**src/rtl/bpf_stage1_scoreboard_pkg.sv**
```systemverilog
// rtl/bpf_stage1_scoreboard_pkg.sv - BPF opcode field codes and scoreboard entry layout
package bpf_stage1_scoreboard_pkg;

  localparam logic [2:0] CLS_LD   = 3'd0;
  localparam logic [2:0] CLS_LDX  = 3'd1;
  localparam logic [2:0] CLS_ST   = 3'd2;
  localparam logic [2:0] CLS_STX  = 3'd3;
  localparam logic [2:0] CLS_ALU  = 3'd4;
  localparam logic [2:0] CLS_JMP  = 3'd5;
  localparam logic [2:0] CLS_RET  = 3'd6;
  localparam logic [2:0] CLS_MISC = 3'd7;

  localparam logic [2:0] MODE_IND = 3'd2;
  localparam logic [2:0] MODE_MEM = 3'd3;

  localparam logic [1:0] RET_X = 2'd1;
  localparam logic [1:0] RET_A = 2'd2;

  typedef struct packed {
    logic ra;
    logic rx;
    logic rm;
    logic wa;
    logic wx;
    logic wm;
  } rw_set_t;

  typedef struct packed {
    logic       valid;
    logic       wa;
    logic       wx;
    logic       wm;
    logic [3:0] k;
  } sb_entry_t;

endpackage

```
**src/rtl/bpf_stage1_scoreboard_rw_set_decode.sv**
```systemverilog
// rtl/bpf_stage1_scoreboard_rw_set_decode.sv - opcode to register read/write set
module bpf_stage1_scoreboard_rw_set_decode
  import bpf_stage1_scoreboard_pkg::*;
(
  input  logic [7:0] opcode,
  output rw_set_t    rw
);

  logic [2:0] cls;
  logic [2:0] mode;
  logic [1:0] rsrc;
  logic       alu_or_jmp;

  assign cls        = opcode[2:0];
  assign mode       = opcode[7:5];
  assign rsrc       = opcode[4:3];
  assign alu_or_jmp = (cls == CLS_ALU) | (cls == CLS_JMP);

  // MISC bit 7 selects TXA (1) versus TAX (0)
  assign rw.ra = alu_or_jmp | (cls == CLS_ST) | ((cls == CLS_RET) & (rsrc == RET_A))
               | ((cls == CLS_MISC) & ~opcode[7]);
  assign rw.rx = (cls == CLS_STX) | ((cls == CLS_RET) & (rsrc == RET_X))
               | ((cls == CLS_MISC) & opcode[7]) | (alu_or_jmp & opcode[3])
               | ((cls == CLS_LD) & (mode == MODE_IND));
  assign rw.rm = ((cls == CLS_LD) | (cls == CLS_LDX)) & (mode == MODE_MEM);
  assign rw.wa = (cls == CLS_LD) | (cls == CLS_ALU) | ((cls == CLS_MISC) & opcode[7]);
  assign rw.wx = (cls == CLS_LDX) | ((cls == CLS_MISC) & ~opcode[7]);
  assign rw.wm = (cls == CLS_ST) | (cls == CLS_STX);

endmodule

```
**src/rtl/bpf_stage1_scoreboard.sv**
```systemverilog
// rtl/bpf_stage1_scoreboard.sv - stage-1 hazard controller with in-flight writer scoreboard
module bpf_stage1_scoreboard
  import bpf_stage1_scoreboard_pkg::*;
#(
  parameter int PIPE_DEPTH  = 2,
  parameter bit FWD_EN      = 1'b0,
  parameter bit MEM_TRACK   = 1'b1,
  parameter int STALL_CNT_W = 16
) (
  input  logic                   clk,
  input  logic                   rst,
  input  logic                   in_valid,
  input  logic [15:0]            in_opcode,
  input  logic [3:0]             in_k_lo,
  output logic                   in_ready,
  input  logic                   flush,
  output logic                   out_valid,
  input  logic                   out_ready,
  output logic [15:0]            out_opcode,
  output logic                   out_A_en,
  output logic                   out_X_en,
  output logic                   out_mem_wr,
  output logic [STALL_CNT_W-1:0] stall_count
);

  // With forwarding the oldest slot's result is bypassed, so it is never compared
  localparam int CHK_SLOTS = FWD_EN ? PIPE_DEPTH - 1 : PIPE_DEPTH;

  sb_entry_t [PIPE_DEPTH-1:0] slot_q, slot_d;
  logic [15:0]                out_opcode_q, out_opcode_d;
  logic [STALL_CNT_W-1:0]     stall_q, stall_d;
  rw_set_t                    rw;
  logic                       hazard;
  logic                       accept;

  bpf_stage1_scoreboard_rw_set_decode u_rw_decode (
    .opcode (in_opcode[7:0]),
    .rw     (rw)
  );

  always_comb begin
    hazard = 1'b0;
    for (int i = 0; i < CHK_SLOTS; i++) begin
      if (slot_q[i].valid &&
          ((rw.ra & slot_q[i].wa) || (rw.rx & slot_q[i].wx) ||
           (MEM_TRACK & rw.rm & slot_q[i].wm & (slot_q[i].k == in_k_lo)))) begin
        hazard = 1'b1;
      end
    end
  end

  assign in_ready = flush | (out_ready & ~hazard);
  assign accept   = in_valid & out_ready & ~hazard & ~flush;

  always_comb begin
    slot_d       = slot_q;
    out_opcode_d = out_opcode_q;
    stall_d      = stall_q;
    if (out_ready) begin
      for (int i = 1; i < PIPE_DEPTH; i++) begin
        slot_d[i] = slot_q[i-1];
      end
      slot_d[0]    = '0;
      out_opcode_d = '0;
      if (accept) begin
        slot_d[0].valid = 1'b1;
        slot_d[0].wa    = rw.wa;
        slot_d[0].wx    = rw.wx;
        slot_d[0].wm    = rw.wm;
        slot_d[0].k     = in_k_lo;
        out_opcode_d    = in_opcode;
      end
    end
    if (in_valid && out_ready && hazard && !flush && !(&stall_q)) begin
      stall_d = stall_q + {{(STALL_CNT_W-1){1'b0}}, 1'b1};
    end
  end

  always_ff @(posedge clk or posedge rst) begin
    if (rst) begin
      slot_q       <= '0;
      out_opcode_q <= '0;
      stall_q      <= '0;
    end else begin
      slot_q       <= slot_d;
      out_opcode_q <= out_opcode_d;
      stall_q      <= stall_d;
    end
  end

  assign out_valid   = slot_q[0].valid;
  assign out_A_en    = slot_q[0].wa;
  assign out_X_en    = slot_q[0].wx;
  assign out_mem_wr  = slot_q[0].wm;
  assign out_opcode  = out_opcode_q;
  assign stall_count = stall_q;

endmodule

```
**config.mk**
```make
export PLATFORM = sky130hd
export DESIGN_NAME = bpf_stage1_scoreboard
export DESIGN_NICKNAME = d
export VERILOG_FILES = /design/src/rtl/bpf_stage1_scoreboard_pkg.sv /design/src/rtl/bpf_stage1_scoreboard_rw_set_decode.sv /design/src/rtl/bpf_stage1_scoreboard.sv
export SDC_FILE = /design/constraint.sdc
export NUM_CORES = 1
export LEC_CHECK = 0
export ABC_AREA = 0
export CAP_MARGIN = 15
export CORE_ASPECT_RATIO = 0.75
export CORE_MARGIN = 4
export CORE_UTILIZATION = 44
export CTS_CLUSTER_SIZE = 14
export DETAILED_ROUTE_END_ITERATION = 10
export HOLD_SLACK_MARGIN = 0.02
export PLACE_DENSITY = 0.75
export SETUP_SLACK_MARGIN = 0.1
export SLEW_MARGIN = 20
export SYNTH_ARGS = -nofsm -noshare
export SYNTH_HDL_FRONTEND = slang
export SYNTH_SLANG_ARGS = --single-unit
export TNS_END_PERCENT = 5
```
**constraint.sdc**
```tcl
create_clock -name clk -period 1.9 [get_ports clk]
set_clock_uncertainty 0.05 [all_clocks]
set_input_delay 0.19 -clock clk [delete_from_list [all_inputs] [get_ports clk]]
set_output_delay 0.19 -clock clk [all_outputs]
set_load 0.05 [all_outputs]
```
==> impl_results.md <==
* Area of the core at 5439 um^2
* Worst Hold Class: in -> async
* R2r setup slk at -150 ps
* Worst slack, placed at -783.0 ps
* Clock buffer depth at 2
* Antenna-violating nets left at 0
* Synth top cells by count: dfrtp_1, inv_1, xor2_1
* RD Place Congestion at 0.8405
* # H-tree levels at 2
* # IOs at 62
* RR Endpoint: stall_count[8]
* Worst-skew pair later-pin latency at 300 ps
* Fin crit period at 2110 ps
* Wire length on met3 at 383 um
* Die Footprint at 6992 um^2
* Final HPWL DP at 4147 um
* DRT iter0 DRCs at 110
* Peak supply drop at 0.3508 mV
* Slew Limit Fails at 0
* Int Power at 0.001756 W
* CP dominant cell by count: buf_12
* Number of synthesized flops with an enable pin at 0
* Seq/Total Area, Yosys at 47.83%
* Sw frac at 27.90%
* Status: finished with violations
* Chip width at 95.23 um
* Routed len/inst at 15.30 um
* Final Hold Fails at 0
* Initial Util at 46.17%
* Largest cells by area after synthesis: dfrtp_1, o22ai_2, inv_1
* Vias in the first global route at 2250
* Nets@finish at 358
* CP top delay family: flip-flops
* CTS tree: yes
* Relative slew slack at 65.29%
* Synth top area share at 47.83%
* Vias post-DR at 2050
* Startpoint Class: flip-flop
* Worst flop-to-flop path startpoint: slot_q[1]
* Setup CP Type: reg -> out
* Main synth FF type: dfrtp_1
* Met2 WL at 2954 um
* ANT cells at 0
* FMAX at 474.0 MHz
* Crit. End Element: output port
* Worst-Margin Slew at 519.0 ps
* Finished Core Util at 72.05%
* Area Overhead vs Synth at 56.05%
* Period utilisation layout at 111.0%
* Final setup viols at 11
* Syn avg cell area at 11.06 um^2
* Cells after Synth at 227
* Num rows at 23
* Y dimension of the die at 73.43 um
* Slowest-stage cell, CP: dfrtp_1
* Pwr/cell area at 621.5 nW/um^2
* Cell taking the most area after synthesis: dfrtp_1
* Number of remaining DRC errors at 0
* Num CTS Buffers at 5
* Port buffer count at 61
* Failing checks: setup timing
* CP Buf/Inv Count at 2
* Maximum fanout along the worst path at 7
* Max Used Layer: met4
* Final worst slack at -209.8 ps
* First-pass GRT wire length at 10780 um
* CTS sink cnt at 48
* Clock Power Share at 33.3%
* Seq cells post-synth at 48
* Setup TNS after final layout at -985.8 ps
* Synth cell types at 45
* DR pass1 iterations at 4
* CTS clk-pin slew, worst paths at 90 ps
* Psw at 0.0006794 W
* Async set or reset register ratio after synthesis at 100.0%
* Metal-1 WL at 2812 um
* CP required at 1660 ps
* Share of cells above drive strength 1 at 39.94%
* Max_cap viols at 0
* Largest net degree at the start of global routing at 49
* Pleak at 1.934 nW
* Initial antenna violation count at 0
* Hold buffers post-CTS at 0
* Worst Reg2Reg Path Length in Cells at 7
* Final wirelength at 6243 um
* Fillers at 370
* Grt ovf at 0
* Vias per inst at 5.025
* Clock root buffer: clkbuf_8
* Post-Syn Nets at 253
* Post-Synthesis Cell Area at 2511 um^2
* Comb power frac at 21.3%
* Yosys warning count at 0
* Critical path data arrival time at 1870 ps
* Ordered cell list for the critical path: xnor2_2 -> nand4_1 -> nor4_4 -> o31ai_4 -> buf_12 -> a31o_4 -> buf_12
* Part of the power in registers at 45.4%
* Crit-path max cell delay at 420 ps
* RSZ-0062 raised after global routing: yes
* Total track usage at 19.89%
-- power groups by stage --
stage                     logic, W  clock network [W]  registers [W]
after floorplan           0.000167                  0        0.00124
after global placement    0.000496                  0        0.00112
after detailed placement  0.000502                  0        0.00112
after CTS                 0.000513           0.000825        0.00111
after global routing      0.000554           0.000884        0.00111
final                     0.000518           0.000811        0.00111
-- logic make-up (layout without fill, tap and decap cells) --
group / after synthesis / in the layout / share of synthesized area (%)
buffers and inverters: 57 / 163 / 9.616
AO/OA/AOI/OAI: 52 / 52 / 19.93
flip-flops: 48 / 48 / 47.83
AND/OR/NAND/NOR: 37 / 37 / 9.965
XOR/XNOR: 22 / 22 / 7.673
multiplexers: 10 / 10 / 4.484
adder cells (fa/ha/maj): 1 / 1 / 0.4982
-- final cells by class --
type                            instances  area, um^2  area share [%]
Multi-Input combinational cell        122        1289           32.89
Sequential cell                        48        1215           31.00
Timing Repair Buffer                  106        1011           25.80
Inverter                               49       183.9           4.693
Clock buffer                            7       96.34           2.458
Tap cell                               75       93.84           2.395
Clock inverter                          1       30.03          0.7663
-- registers in the layout, indices dropped and copies added, names as in the netlist --
name,count
out_opcode,16
out_A_en,1
slot_q,12
out_valid,1
stall_count,16
out_mem_wr,1
out_X_en,1
-- layer usage --
| layer | vias up | track usage, % |
|---|---|---|
| met5 | - | 0 |
| met4 | 0 | 5.920 |
| met3 | 11 | 6.346 |
| met2 | 54 | 31.89 |
| met1 | 996 | 25.85 |
| li1 | 989 | - |
-- worst max-delay path by stage --
stage,startpoint,cells past startpoint,endpoint
2_1_floorplan,slot_q[9],5,stall_count[6]
3_3_place_gp,in_opcode[2],8,stall_count[6]
3_5_place_dp,in_opcode[2],8,stall_count[6]
4_1_cts,slot_q[10],7,in_ready
5_1_grt,slot_q[10],7,in_ready
6_report,slot_q[10],7,in_ready
-- worst min-delay path: stages --
cell	delay, ps
clkdlybuf4s50_1	410
inv_2	70
buf_12	240
-- through the flow --
stage               hold WS, ps  power [W]  cell area, um^2  cells
floorplan                 249.3   0.001404             2560    227
global placement          416.6   0.001619             3535    393
detailed placement        424.7   0.001627             3535    393
CTS                       197.3   0.002443             3841    408
global route              202.3   0.002553             3919    408
finish                    175.5   0.002435             3919    408
-- repair_timing --
action                     in CTS  in global routing
setup buffers                   7                  0
pin swaps                      22                  9
setup endpoints to repair      47                 50
resized for setup              47                 23
hold endpoints to repair        0                  0
-- placed cells by master, fill, tap and decap left out, types with 2 or more instances in the layout --
master	count
dlymetal6s2s_1	10
a2111oi_4	5
dfrtp_1	37
dfrtp_2	11
o21ai_1	2
o21a_1	2
nand4_1	4
nor3_2	2
inv_2	3
a211oi_2	5
a21oi_2	3
inv_1	46
xor2_1	17
clkbuf_8	7
buf_6	4
nand3_1	4
buf_4	37
o22ai_2	17
nor4_4	2
mux2_4	2
mux2_2	8
o22ai_1	5
xnor2_1	2
nor2_1	2
nor2b_1	2
buf_2	3
clkdlybuf4s50_1	34
xnor2_2	2
nand2_1	11
dlygate4sd2_1	11
buf_12	4
o31ai_4	2
No activity file was read; power rests on OpenSTA's default activity.
==> patch 1: new RTL, config.mk and constraints unchanged <==
The parameter `STALL_CNT_W` goes from 16 to 32.
--- a/src/rtl/bpf_stage1_scoreboard.sv
+++ b/src/rtl/bpf_stage1_scoreboard.sv
@@ -7,3 +7,3 @@
   parameter bit MEM_TRACK   = 1'b1,
-  parameter int STALL_CNT_W = 16
+  parameter int STALL_CNT_W = 32
 ) (
Interface: changed (resized stall_count); port bits go from 62 to 78. The function was not compared with the original's and may differ.
==> patch 1 against the original RTL <==
The flow still finishes with violations (negative setup slack). Final area increased by 23%. Via count increased by 32%. Total power increased by 39%. Combinational power decreased by 17%. Maximum frequency decreased by 5.0%. Area after synthesis increased by 19%. Sequential power increased by 30%. Worst setup slack got worse by 0.11 ns. Sequential share of layout area increased by 2.5 points. Sequential cell count increased by 16. Clock power increased by 87%. Register-to-register slack got worse by 0.17 ns. Synthesized cell count increased by 16%. Routed wire length increased by 38%. Largest cell class is now sequential cells. Largest power group is now clock.
==> patch 1: results (changes against the original RTL) <==
* Fraction of layout cells with a size suffix above 1 at 36.3% (-3.7 points)
* Number of DRC markers in iteration 0 at 144 (+31%)
* Seq/Total Area, Yosys at 53.5% (+5.6 points)
* Met2 usage at 36.2% (+4.3 points)
* Setup ws final at -0.322 ns (-0.112 ns)
* CTS root buffer: clkbuf_8
* Least-Margin Pin Slew at 0.518 ns (-0.000956 ns)
* Netlist cell types at 42 (-6.7%)
* Total track usage at 22.4% (+2.5 points)
* Detailed Place HPWL at 5.67 mm (+37%)
* Crit path max fanout at 3 (-4)
* Met3 usage at 5.33% (-1.0 points)
* Vias in the first global route at 2,843 (+26%)
* CTS HTree Levels at 3 (+1)
* Pre-CTS WS at -0.843 ns (-0.0598 ns)
* Gate Count Post-Synth at 263 (+16%)
* Syn_nets at 289 (+14%)
* Total Nets Final at 440 (+23%)
* Met1 GRT Util at 29.0% (+3.1 points)
* Filler cells at 436 (+18%)
* Ranking of synthesized cells by area: dfrtp_1 53%, xnor2_1 8.8%, a22o_1 5.6%, mux2_2 3.8%, nand3_1 3.3%
* Clk_lat worst skew at 0.35 ns (+0.05 ns)
* Register Area at 1620 um2 (+33%)
* Setup-failing EPs final at 57 (+46)
* Failing checks: negative setup slack
* Placed Cells at 477 (+21%)
* Leak at 2.46 nW (+27%)
* Outcome: complete, but fails checks
* Setup TNS at -9.26 ns (-8.27 ns)
* Synth top cells by count: 64 x dfrtp_1, 30 x xnor2_1, 20 x nand3_1, 19 x a22o_1, 17 x nand2_1
* Via count at 2,709 (+32%)
* Worst EP arrival at 2.45 ns (+0.58 ns)
* Hold Startpoint: in_opcode[6]
* Buffers added on ports at 77 (+26%)
* Post-placement cell area at 4390 um2 (+24%)
* FF-to-FF Start: stall_count[8]
* First-pass GRT wire length at 14.1 mm (+30%)
* Min-Delay Path Class: input port to flop
* Number of buffers created by CTS at 9 (+4)
* Final hold slack at 0.0412 ns (-0.134 ns)
* Antenna violations before repair at 0 (unchanged)
* Vias per cell at 5.42 (+7.8%)
* Peak supply drop at 0.483 mV (+38%)
* WL per Instance at 17.2 um (+13%)
* Routability cong. at 0.789 (-6.1%)
* Largest net degree at the start of global routing at 65 (+33%)
## patch 1: cell families (layout without fill, tap and decap cells)
logic type,count (synthesis),count (layout),share of synthesized area (%)
simple gates,98,98,18.1
flops,64,64,53.5
xor+xnor,38,38,11.1
compound gates,36,36,9.94
buf+inv,16,172,3.17
mux,10,10,3.76
fa+ha+maj,1,1,0.418
## patch 1: worst max-delay path: stages (launching register included)
cell     delay [ns]
dfrtp_2        0.37
nand2_2        0.10
nor3_2         0.26
nand2_1        0.14
or4_4          0.45
or4_4          0.48
nor3_2         0.15
xor2_1         0.15
## patch 1: what timing repair did
item                                    CTS  global route
endpoints found under the setup margin   96            62
setup buffers                             4             1
cloned                                    2             0
gates resized for setup                  81            15
pin swaps                                25             8
## patch 1: worst paths after layout
| check | depth (start not counted) | to |
|---|---|---|
| min reg2reg | 1 | out_opcode[15] |
| min in group asynchronous | 3 | out_opcode[0] |
| max reg2reg | 7 | stall_count[30] |
| max | 7 | stall_count[30] |
| min | 2 | out_opcode[6] |
| max in group asynchronous | 3 | stall_count[0] |
## patch 1: power by group
| group | total (mW) | internal (mW) | switching (mW) |
|---|---|---|---|
| logic | 0.428 | 0.184 | 0.244 |
| clock network | 1.52 | 0.981 | 0.535 |
| registers | 1.44 | 1.41 | 0.0288 |
| total | 3.38 | 2.57 | 0.807 |
## patch 1: layout make-up
class / count / area share [%]
clock buffer: 12 / 3.42
clock inverter: 4 / 2.04
inverter: 5 / 0.388
multi-input combinational: 183 / 30.5
sequential: 64 / 33.5
tap: 81 / 2.10
timing repair buffer: 151 / 28.1
## patch 1: metal layers
metal | wire [um] | vias up
li1 | - | 1251
met1 | 3660 | 1366
met2 | 4370 | 80
met3 | 441 | 12
met4 | 145 | 0
met5 | 0 | -
==> patch 2: new RTL, config.mk and constraints unchanged <==
Without the edit above. Make the reset (`rst`) synchronous in one clocked block.
--- a/src/rtl/bpf_stage1_scoreboard.sv
+++ b/src/rtl/bpf_stage1_scoreboard.sv
@@ -78,3 +78,3 @@
 
-  always_ff @(posedge clk or posedge rst) begin
+  always_ff @(posedge clk) begin
     if (rst) begin
Check against the original RTL: differs if rst is asserted again (counterexample within 4 cycles, from zero or initial values and one cycle with rst high); with rst held inactive, the same outputs for 10 cycles.
==> patch 2 against the original RTL <==
The flow still finishes with violations (negative setup slack). Total power fell by 14%. Worst setup slack better by 0.039 ns. Utilization increased by 2.6 points. Sequential cell count is the same. Routed wire length up 25%. Synthesized cell count up 26%. Final area grew 4.8%. Area after synthesis increased by 2.7%. Critical path type unchanged. Critical endpoint unchanged. Highest routed layer unchanged.
==> patch 2: results (changes against the original RTL) <==
* Total Nets Final at 415 (+16%)
* Netlist cell types at 50 (+11%)
* Outcome: complete, but fails checks
* Failing checks: negative setup slack
* Crit path max fanout at 2 (-5)
* Vias per cell at 5.40 (+7.5%)
* Slowest cell on crit path: dfxtp_2
* Post-placement cell area at 3680 um2 (+4.2%)
* R2R Path End: stall_count[6]
* Vias in the first global route at 2,590 (+15%)
* CP peak stage delay at 0.34 ns (-0.08 ns)
* Setup ws final at -0.171 ns (+0.0391 ns)
* Leak at 1.59 nW (-18%)
* Routability cong. at 0.878 (+4.4%)
* Syn_nets at 311 (+23%)
* Multi-input combinational area share at 42.9% (+10 points)
* FF-to-FF path depth at 8 (+1)
* Filler cells at 387 (+4.6%)
* First-pass GRT wire length at 12.4 mm (+15%)
* Comb_multi_in at 201 (+65%)
* Multi-input gate area in the final layout at 1760 um2 (+37%)
* Routed WL at 7.82 mm (+25%)
* Gate Count Post-Synth at 285 (+26%)
* Top delay family on crit path: simple AND/OR/NAND/NOR gates
* Largest net degree at the start of global routing at 52 (+6.1%)
* Detailed Place HPWL at 5.11 mm (+23%)
* Post-CTS Setup Bufs at 5 (-2)
* Fraction of layout cells with a size suffix above 1 at 40.0% (+0.060 points)
* Final hold slack at 0.222 ns (+0.0461 ns)
* Peak supply drop at 0.382 mV (+8.9%)
* CP Launch Point: slot_q[11]
* Seq/Total Area, Yosys at 37.3% (-11 points)
* Setup TNS at -0.998 ns (-0.0121 ns)
* Setup-failing EPs final at 13 (+2)
patch 2: power by group:
| part | switching, mW | leakage [nW] | internal [mW] | total [mW] |
|---|---|---|---|---|
| Clock | 0.368 | 0.0651 | 0.424 | 0.792 |
| Combinational | 0.163 | 1.13 | 0.127 | 0.290 |
| Sequential | 0.0112 | 0.403 | 1.01 | 1.02 |
patch 2: cells by family (layout without fill, tap and decap cells):
| family | after synthesis | after routing | share of synthesized area [%] |
|---|---|---|---|
| fa+ha+maj | 1 | 1 | 0.485 |
| compound gates | 63 | 63 | 19.8 |
| buf+inv | 36 | 141 | 6.60 |
| xor+xnor | 8 | 8 | 2.72 |
| simple gates | 108 | 108 | 24.4 |
| mux | 21 | 21 | 8.78 |
| flops | 48 | 48 | 37.3 |
patch 2: per-layer routing:
metal  track usage (%)  part of all wire, %  vias to the layer above
li1                  -                    -                     1231
met1              30.9                   45                     1199
met2              35.0                   48                       69
met3              4.35                  5.5                       13
met4              7.62                  1.8                        0
met5                 0                    0                        -
